File: config.mk
export PLATFORM = sky130hd
export DESIGN_NAME = counter_ud_flat
export DESIGN_NICKNAME = d
export VERILOG_FILES = /design/src/rtl/counter_pkg.sv /design/src/rtl/counter_ud_if.sv /design/src/rtl/counter_ud_step.sv /design/src/rtl/counter_ud.sv /design/src/flat_wrapper.sv
export SDC_FILE = /design/constraint.sdc
export NUM_CORES = 1
export LEC_CHECK = 0
export ABC_AREA = 1
export BUFFER_PORTS_ARGS = -buffer_cell sky130_fd_sc_hd__buf_2
export CELL_PAD_IN_SITES_DETAIL_PLACEMENT = 1
export CELL_PAD_IN_SITES_GLOBAL_PLACEMENT = 1
export CORE_MARGIN = 2
export CORE_UTILIZATION = 25
export CTS_CLUSTER_SIZE = 40
export DETAILED_ROUTE_END_ITERATION = 12
export PLACE_DENSITY_LB_ADDON = 0.1
export SYNTH_ARGS = -nofsm -noshare
export SYNTH_HDL_FRONTEND = slang
export SYNTH_HIERARCHICAL = 1
export SYNTH_SLANG_ARGS = --single-unit
File: constraint.sdc
create_clock -name clk -period 1.6 [get_ports clk]
set_input_delay 0.24 -clock clk [delete_from_list [all_inputs] [get_ports clk]]
set_output_delay 0.24 -clock clk [all_outputs]
set_load 0.02 [all_outputs]
File: src/rtl/counter_pkg.sv
// counter_pkg: shared constants and types for the up/down counter
package counter_pkg;
    localparam int COUNTER_WIDTH_DEFAULT = 8;
    typedef logic [COUNTER_WIDTH_DEFAULT-1:0] count_t;
endpackage

File: src/rtl/counter_ud_if.sv
// counter_ud_if: direction input and count output of the up/down counter
interface counter_ud_if import counter_pkg::*; #(
    parameter int WIDTH = COUNTER_WIDTH_DEFAULT
);
    logic             ud;
    logic [WIDTH-1:0] q;
    modport master (output ud, input q);
    modport slave (input ud, output q);
endinterface

File: src/rtl/counter_ud_step.sv
// counter_ud_step: combinational d +/- 1 modulo 2^WIDTH, reusable by other counters
module counter_ud_step #(
    parameter int WIDTH = 8
) (
    input  logic [WIDTH-1:0] d,
    input  logic             up,
    output logic [WIDTH-1:0] y
);
    localparam logic [WIDTH-1:0] ONE = {{(WIDTH-1){1'b0}}, 1'b1};
    // wrap-around is the natural modulo behaviour of WIDTH-bit arithmetic
    always_comb y = up ? d + ONE : d - ONE;
endmodule

File: src/rtl/counter_ud.sv
// counter_ud: free-running WIDTH-bit up/down counter with async active-high reset
module counter_ud import counter_pkg::*; #(
    parameter int WIDTH = COUNTER_WIDTH_DEFAULT
) (
    input logic         clk,
    input logic         reset,
    counter_ud_if.slave bus
);
    logic [WIDTH-1:0] cnt;
    logic [WIDTH-1:0] nxt;
    counter_ud_step #(.WIDTH(WIDTH)) u_step (
        .d  (cnt),
        .up (bus.ud),
        .y  (nxt)
    );
    // count register: cleared immediately by reset, steps on every rising edge otherwise
    always_ff @(posedge clk or posedge reset)
        if (reset) cnt <= '0;
        else cnt <= nxt;
    assign bus.q = cnt;
endmodule

File: src/flat_wrapper.sv
// flat-port wrapper written by rule: the top's interface ports become plain ports
module counter_ud_flat import counter_pkg::*;
#(
    parameter int WIDTH = COUNTER_WIDTH_DEFAULT
)
  (clk, reset, bus_ud, bus_q);
  counter_ud_if #(.WIDTH(WIDTH)) bus_i ();
  input logic clk;
  input logic reset;
  input wire logic [$bits(bus_i.ud)-1:0] bus_ud;
  output wire logic [$bits(bus_i.q)-1:0] bus_q;
  assign bus_i.ud = bus_ud;
  assign bus_q = bus_i.q;
  counter_ud #(.WIDTH(WIDTH)) u_core (.clk(clk), .reset(reset), .bus(bus_i));
endmodule
==> impl_metrics.yaml, run 1 <==
placement:
  dp.cells: 102
  gp_congestion: 0.654
  port_buffers: 10
  placed_cell_area_um2: 623
  dp_hpwl_um: 938
  dp_slack_ns: 0.00680
grt:
  grt_first_pass_wirelength_um: 2000
  grt_use_total_pct: 11.1
  grt_max_degree: 9
  antenna_found_initial: 0
  grt_pass1_vias: 447
  overflow: 0
die:
  io_pins: 11
  dieArea_mm2: 0.00251
  die_width_um: 50.1
  die_h_um: 50.1
  coreArea_mm2: 0.00198
  start_util_pct: 26.8
  num_rows: 16
layout:
  fin_area_um2: 656
  final_common_cell: "nand2_1"
  stdcell_count: 106
  largest_reg_flops: 8
  syn_to_final_growth_pct: 23.3
  num-nets-final: 91
  num_antenna_cells: 0
  layout_common_cells: "20 x nand2_1, 10 x buf_2, 10 x inv_1"
  drive_gt1_share_pct: 21.5
worst_setup_path:
  r2r-start: "u_core/bus.q[0]"
  r2r_end: "u_core/bus.q[6]"
  cp.required_ns: 1.75
  startpoint_type: "flop"
  cp_max_fo: 4
  path_class: "flop to flop"
  cp-end-kind: "flop"
  reg2reg_slack_ns: 0.16
  reg2reg_depth: 7
  crit_arrival_ns: 1.58
run_status:
  status: "complete, no violations"
clock_network:
  cts_max_level: 1
  postCtsSetupBuffers: 0
  ctsRootBufferMaster: "clkbuf_4"
  cts_tree: "done"
  postCtsHoldBufs: 1
  clock_path_buffers: 2
  clock_latency_ns: 0.26
  cts.sinks: 8
  numCtsBuffers: 3
  cts_resized: 0
  path_clk_slew_ns: 0.07
routing:
  avgViaCountPerCell: 4.20
  route.detailed.drc: 0
  wirelength_um: 1170
  dr_total_vias: 445
  drt_pass1_iterations: 4
  wl_per_cell_um: 11.0
  postRouteAntennaNets: 0
  drtIter0Drc: 3
yosys:
  syn_inst: 64
  ys_seq_area_share_pct: 37.6
  ys_warn_count: 6
  synth.area.top_cells: "dfrtp_1 38%, ha_1 14%, nand2_1 14%, inv_1 7.1%, fa_1 3.8%"
  synth_area_um2: 532
  syn_avg_cell_area_um2: 8.31
  ys_ff_latch: 8
  yosysTopAreaCell: "dfrtp_1"
  ys_types: 14
  synth_top_area_share_pct: 37.6
  syn_nets: 74
job:
  cap_violations: 0
hold_path:
  min_from: "bus_ud"
  hold_end: "u_core/bus.q[7]"
  hold-path-cell-count: 5
  hold_path_class: "input pin to flop"
power_and_ir_drop:
  power.density_mw_per_mm2: 2090
  peakVddDrop_v: 0.000704
  power_leakage_uw: 0.000369
sta:
  finalCritPeriodShare_pct: 89.8
  hold_viol_final: 0
  rsz0062_at_grt: "false"
  period_needed_ns: 1.44
  worst_slack_ns: 0.163
  drv_slew: 0
  fmax_mhz: 696
  clock-skew-final_ns: 0.00573
  setup_viol: 0
  worstMarginPinSlew_ns: 0.346
  timing.setup.tns_ns: 0
  relSlewSlack_pct: 76.9
## stage by stage
step	hold WS (ns)	power, uW	util (%)
5_1_grt	0.391	1510	33.1
3_5_place_dp	0.227	1220	31.4
4_1_cts	0.365	1400	33.1
2_1_floorplan	0.0557	999	-
6_report	0.368	1370	33.1
3_3_place_gp	0.223	1200	31.4
## cell families (layout without fill, tap and decap cells)
| kind of cell | count (synthesis) | after routing | share of synthesized area [%] |
|---|---|---|---|
| XOR/XNOR | 4 | 4 | 8.00 |
| flip-flops | 8 | 8 | 37.6 |
| AO/OA/AOI/OAI | 2 | 2 | 1.88 |
| buffers and inverters | 10 | 25 | 7.06 |
| adder cells (fa/ha/maj) | 7 | 7 | 17.9 |
| AND/OR/NAND/NOR | 33 | 33 | 27.5 |
## per-layer routing
metal	vias to the layer above	GRT usage (%)	share of wire (%)
met5	-	0	0
met4	0	8.33	0.86
met1	208	14.1	49
li1	228	-	-
met2	7	16.4	46
met3	2	2.12	3.9
## power by group
group / switching, uW / leakage, uW / internal, uW / total (uW)
logic: 505 / 0.000263 / 334 / 839
registers: 59.5 / 0.0000917 / 302 / 362
clock network: 82.1 / 0.0000138 / 86.6 / 169
total: 647 / 0.000369 / 723 / 1370
## critical path: stages, from the launching register on
cell and delay [ns]:
dfrtp_1 0.43, fa_1 0.48, nand2_1 0.08, nand2_1 0.07, nand3b_1 0.11, nand2_1 0.06
nand2_1 0.06, nand2_1 0.05
## worst max path at each step
| stage | start | to | cells past startpoint |
|---|---|---|---|
| floorplan | u_core/bus.q[0] | u_core/bus.q[6] | 7 |
| detailed placement | bus_ud | u_core/bus.q[7] | 9 |
| finish | u_core/bus.q[0] | u_core/bus.q[6] | 7 |
| global route | u_core/bus.q[0] | u_core/bus.q[6] | 7 |
| CTS | u_core/bus.q[0] | u_core/bus.q[6] | 7 |
| global placement | bus_ud | u_core/bus.q[7] | 8 |
## synthesized netlist by cell type
| library cell | count |
|---|---|
| nand2_1 | 20 |
| inv_1 | 10 |
| dfrtp_1 | 8 |
| ha_1 | 6 |
| nand3_1 | 4 |
| nor2_1 | 3 |
| a21oi_1 | 2 |
| nand2_2 | 2 |
| nand3b_1 | 2 |
| or2_1 | 2 |
| xnor2_1 | 2 |
| fa_1 | 1 |
| xor2_1 | 1 |
| xor2_2 | 1 |
## area by class of cell
| cell class | instances | area, um2 |
|---|---|---|
| Tap cell | 27 | 33.8 |
| Fill cell | 249 | 1330 |
| Inverter | 10 | 37.5 |
| Timing Repair Buffer | 12 | 67.6 |
| Sequential cell | 8 | 200 |
| Clock buffer | 3 | 22.5 |
| Multi-Input combinational cell | 46 | 294 |
Power figures use the tool's default switching activity.
==> run 2: changes to the inputs <==
==> constraint.sdc (replaced) <==
create_clock -name clk -period 1.4 [get_ports clk]
set_input_delay 0.21 -clock clk [delete_from_list [all_inputs] [get_ports clk]]
set_output_delay 0.21 -clock clk [all_outputs]
set_load 0.02 [all_outputs]
==> run 2 against run 1 <==
Largest power group unchanged. Clock power is 21% higher. Via count increased by 7.2%. Fmax increased by 9.3%.
==> impl_metrics.yaml, run 2 (same netlist as run 1, synthesis figures left out) <==
run_status:
  status: "complete, no violations"
sta:
  finalCritPeriodShare_pct: 93.9
  hold_viol_final: 0
  setup_viol: 0
  clock-skew-final_ns: 0.00356
  drv_slew: 0
  relSlewSlack_pct: 72.8
  hold_ws_ns: 0.369
  period_needed_ns: 1.31
  worstMarginPinSlew_ns: 0.408
  fmax_mhz: 761
routing:
  postRouteAntennaNets: 0
  route.detailed.drc: 0
  avgViaCountPerCell: 4.11
  drtIter0Drc: 5
  dr_total_vias: 477
  wirelength_um: 1410
  wl_per_cell_um: 12.1
  drt_pass1_iterations: 4
grt:
  grt_first_pass_wirelength_um: 2270
  grt_use_total_pct: 12.5
  overflow: 0
  grt_pass1_vias: 517
  antenna_found_initial: 0
  grt_max_degree: 9
clock_network:
  cts.sinks: 8
  cts_max_level: 1
  clock_latency_ns: 0.26
  numCtsBuffers: 3
  ctsRootBufferMaster: "clkbuf_4"
  path_clk_slew_ns: 0.06
  cts_tree: "done"
  clock_path_buffers: 2
worst_setup_path:
  path_class: "flop to flop"
  r2r-start: "u_core/bus.q[2]"
  cp_max_fo: 3
  crit_arrival_ns: 1.47
  startpoint_type: "flop"
  cp-end-kind: "flop"
  cp.required_ns: 1.56
  startpoint: "u_core/bus.q[2]"
layout:
  multi_input_area_um2: 343
  final_common_cell: "nand2_1"
  largest_reg_flops: 8
  num-nets-final: 100
  final_core_util_pct: 39.2
  regArea_um2: 201
  syn_to_final_growth_pct: 46.1
  layout_common_cells: "18 x nand2_1, 10 x buf_2, 10 x buf_4, 10 x inv_1, 7 x dfrtp_1"
  drive_gt1_share_pct: 38.2
  num_antenna_cells: 0
  stdcell_count: 116
  nFillCells: 245
die:
  die_h_um: 50.1
  io_pins: 11
  coreArea_mm2: 0.00198
  dieArea_mm2: 0.00251
  die_width_um: 50.1
  start_util_pct: 26.8
  num_rows: 16
placement:
  dp_hpwl_um: 1010
  port_buffers: 10
  dp.cells: 110
  gp_congestion: 0.669
hold_path:
  min_from: "bus_ud"
  hold_path_class: "input pin to flop"
power_and_ir_drop:
  power_leakage_uw: 0.000411
  peakVddDrop_v: 0.000807
  power.density_mw_per_mm2: 2390
job:
  cap_violations: 0
[run 2: what timing repair did]
item / 4_1_cts / 5_1_grt
buffers inserted: 0 / 1
endpoints found under the hold margin: 8 / 0
resized for setup: 1 / 6
pin swaps: 0 / 1
endpoints found under the setup margin: 1 / 3
hold buffers: 1 / 0
[run 2: per-stage QoR]
| step | instance area, um2 | setup TNS, ns | setup slack (ns) | total power (uW) |
|---|---|---|---|---|
| 2_1_floorplan | 533 | 0 | 0.0257 | 1140 |
| 3_3_place_gp | 684 | -0.239 | -0.106 | 1510 |
| 3_5_place_dp | 684 | -0.322 | -0.136 | 1540 |
| 4_1_cts | 723 | 0 | 0.0142 | 1780 |
| 5_1_grt | 777 | -0.00146 | -0.00146 | 2070 |
| 6_report | 777 | 0 | 0.0853 | 1860 |
[run 2: power by group]
part	switching (uW)	leakage, uW	total [uW]	internal [uW]
Clock	94.6	0.0000150	205	110
Combinational	647	0.000305	1220	568
Sequential	94.9	0.0000914	441	346
Total	837	0.000411	1860	1020
[run 2: cell type report]
type                       instances  share of cell area, %
sequential                         8                   25.9
inverter                          10                   4.83
clock buffer                       4                   3.38
tap                               27                   4.35
multi-input combinational         46                   44.1
timing repair buffer              21                   17.4
[run 2: final timing paths]
path,to,slack [ns],depth (start not counted)
setup / recovery,u_core/bus.q[5],0.09,6
hold / removal,u_core/bus.q[7],0.37,5
min in group asynchronous,u_core/bus.q[5],0.46,3
hold reg to reg,u_core/bus.q[1],0.60,1
max in group asynchronous,u_core/bus.q[0],0.66,3
setup reg to reg,u_core/bus.q[5],0.09,6
[run 2: critical path: stages, from the launching register on]
cell      delay (ns)
dfrtp_1         0.41
ha_4            0.26
or2_1           0.26
nand3b_1        0.13
nand2_1         0.06
nand2_1         0.06
nand2_1         0.05
[run 2: routing by layer]
layer / wire length (um) / GRT usage (%) / vias up
li1: - / - / 250
met1: 671 / 15.9 / 221
met2: 706 / 18.6 / 6
met3: 31 / 3.64 / 0
met4: 0 / 6.94 / 0
met5: 0 / 0 / -
==> run 3: changes to the inputs <==
--- a/config.mk
+++ b/config.mk
@@ -7,13 +7,10 @@
 export LEC_CHECK = 0
 export ABC_AREA = 1
 export BUFFER_PORTS_ARGS = -buffer_cell sky130_fd_sc_hd__buf_2
-export CELL_PAD_IN_SITES_DETAIL_PLACEMENT = 1
-export CELL_PAD_IN_SITES_GLOBAL_PLACEMENT = 1
 export CORE_MARGIN = 2
 export CORE_UTILIZATION = 25
 export CTS_CLUSTER_SIZE = 40
 export DETAILED_ROUTE_END_ITERATION = 12
-export PLACE_DENSITY_LB_ADDON = 0.1
 export SYNTH_ARGS = -nofsm -noshare
 export SYNTH_HDL_FRONTEND = slang
 export SYNTH_HIERARCHICAL = 1
==> run 3 against run 2 <==
Wire length fell by 25%. Combinational power decreased by 9%. Critical endpoint unchanged. Global-route usage decreased by 2.9 points. Critical path depth is the same. Clock skew rose by 0.0011 ns. Core utilization is 1.6 points lower. First-iteration DRC count down 40%. Largest power group unchanged. Sequential share of layout area increased by 1.1 points. Highest routed layer unchanged. Total power decreased by 6.6%. Non-clock buffer count unchanged. Worst setup slack lost 0.027 ns. Final cell count did not move.
==> impl_metrics.yaml, run 3 (same netlist as run 1, synthesis figures left out) <==
worst_setup_path:
  cp_max_fo: 3
  startpoint_type: "flop"
  cpMaxStageDelayCell: "dfrtp_1"
  cp_common_cell: "nand2_1"
  crit_arrival_ns: 1.49
  path_cells: "ha_4 -> or2_1 -> nand3b_1 -> nand2_1 -> nand2_1 -> nand2_1"
  cp-end-kind: "flop"
  cp.required_ns: 1.55
  max_stage_delay_ns: 0.41
  path_class: "flop to flop"
layout:
  largest_reg_flops: 8
  num_antenna_cells: 0
  final_common_cell: "nand2_1"
  stdcell_count: 116
  syn_to_final_growth_pct: 40.2
  drive_gt1_share_pct: 33.7
  num-nets-final: 100
  layout_common_cells: "19 x nand2_1, 10 x buf_2, 10 x buf_4, 10 x inv_1, 7 x dfrtp_1"
power_and_ir_drop:
  p_switching_uw: 764
  peakVddDrop_v: 0.000816
  clockPowerShare_pct: 11.7
  internal-power_uw: 973
  power.density_mw_per_mm2: 2330
  p_comb_share_pct: 64.0
  switching_share_pct: 44.0
  power_leakage_uw: 0.000411
  power_uw: 1740
  seq_power_share_pct: 24.3
placement:
  gp_congestion: 0.783
  dp_slack_ns: -0.102
  dp_hpwl_um: 797
  port_buffers: 10
  dp.cells: 111
grt:
  grt_use_total_pct: 9.53
  overflow: 0
  grt_pass1_vias: 462
  grt_max_degree: 9
  antenna_found_initial: 0
  grt_first_pass_wirelength_um: 1790
routing:
  route.detailed.drc: 0
  postRouteAntennaNets: 0
  wl_per_cell_um: 9.16
  drtIter0Drc: 3
  dr_total_vias: 477
  drt_pass1_iterations: 4
  wirelength_um: 1060
  avgViaCountPerCell: 4.11
clock_network:
  cts_tree: "done"
  clock_path_buffers: 2
  ctsRootBufferMaster: "clkbuf_4"
  cts_max_level: 1
  clock_latency_ns: 0.26
  cts.sinks: 8
  numCtsBuffers: 3
  path_clk_slew_ns: 0.07
die:
  num_rows: 16
  io_pins: 11
  die_h_um: 50.1
  coreArea_mm2: 0.00198
  dieArea_mm2: 0.00251
  die_width_um: 50.1
  start_util_pct: 26.8
sta:
  worst_slack_ns: 0.0588
  fmax_mhz: 746
  setup_viol: 0
  drv_slew: 0
  clock-skew-final_ns: 0.00470
  timing.setup.tns_ns: 0
  worstMarginPinSlew_ns: 0.343
  finalCritPeriodShare_pct: 95.8
  relSlewSlack_pct: 77.1
  hold_viol_final: 0
  period_needed_ns: 1.34
hold_path:
  hold_path_class: "input pin to flop"
job:
  cap_violations: 0
run_status:
  status: "complete, no violations"
-- run 3: cell counts in the layout (fill, tap and decap cells not counted) --
Identical to the previous run, type by type.
-- run 3: worst max-delay path, delay by kind of cell (launching register included) --
kind	cells	cell delay [ns]
AND/OR/NAND/NOR	5	0.57
flip-flops	1	0.41
adder cells (fa/ha/maj)	1	0.25
-- run 3: path summary, 6_finish.rpt --
| check | startpoint | end | slack (ns) | cells past startpoint |
|---|---|---|---|---|
| worst max-delay path | u_core/bus.q[2] | u_core/bus.q[5] | 0.06 | 6 |
| worst min register to register | u_core/bus.q[0] | u_core/bus.q[0] | 0.55 | 2 |
| worst max register to register | u_core/bus.q[2] | u_core/bus.q[5] | 0.06 | 6 |
| min in group asynchronous | reset | u_core/bus.q[7] | 0.45 | 3 |
| worst min-delay path | bus_ud | u_core/bus.q[7] | 0.34 | 5 |
| max in group asynchronous | reset | u_core/bus.q[0] | 0.68 | 3 |
-- run 3: stage by stage --
step                      cell area [um2]  hold WS (ns)  util, %
after floorplan                       533        0.0256        -
after global placement                692         0.191     34.9
after detailed placement              692         0.201     34.9
after CTS                             728         0.334     36.7
after global routing                  746         0.362     37.6
final                                 746         0.343     37.6
-- run 3: timing repair --
item | 4_1_cts | 5_1_grt
buffers inserted | 0 | 0
hold buffers | 1 | 0
endpoints found under the hold margin | 8 | 0
resized for setup | 0 | 3
setup endpoints to repair | 0 | 3
-- run 3: power groups by stage --
stage	clock, uW	combinational (uW)	sequential (uW)
2_1_floorplan	0	592	549
3_3_place_gp	0	1070	422
3_5_place_dp	0	1080	424
4_1_cts	214	1090	417
5_1_grt	228	1250	443
6_report	203	1110	422
-- run 3: per-layer routing --
metal	wire length, um	vias to the layer above	part of all wire [%]	track usage (%)
li1	-	249	-	-
met1	492	221	46	11.3
met2	527	7	50	15.1
met3	42	0	4.0	3.64
met4	0	0	0	4.17
met5	0	-	0	0
-- run 3: layout make-up --
| type | instances | area [um2] |
|---|---|---|
| fill | 205 | 1240 |
| multi-input combinational | 46 | 312 |
| sequential | 8 | 201 |
| timing repair buffer | 21 | 135 |
| inverter | 10 | 37.5 |
| tap | 27 | 33.8 |
| clock buffer | 4 | 26.3 |
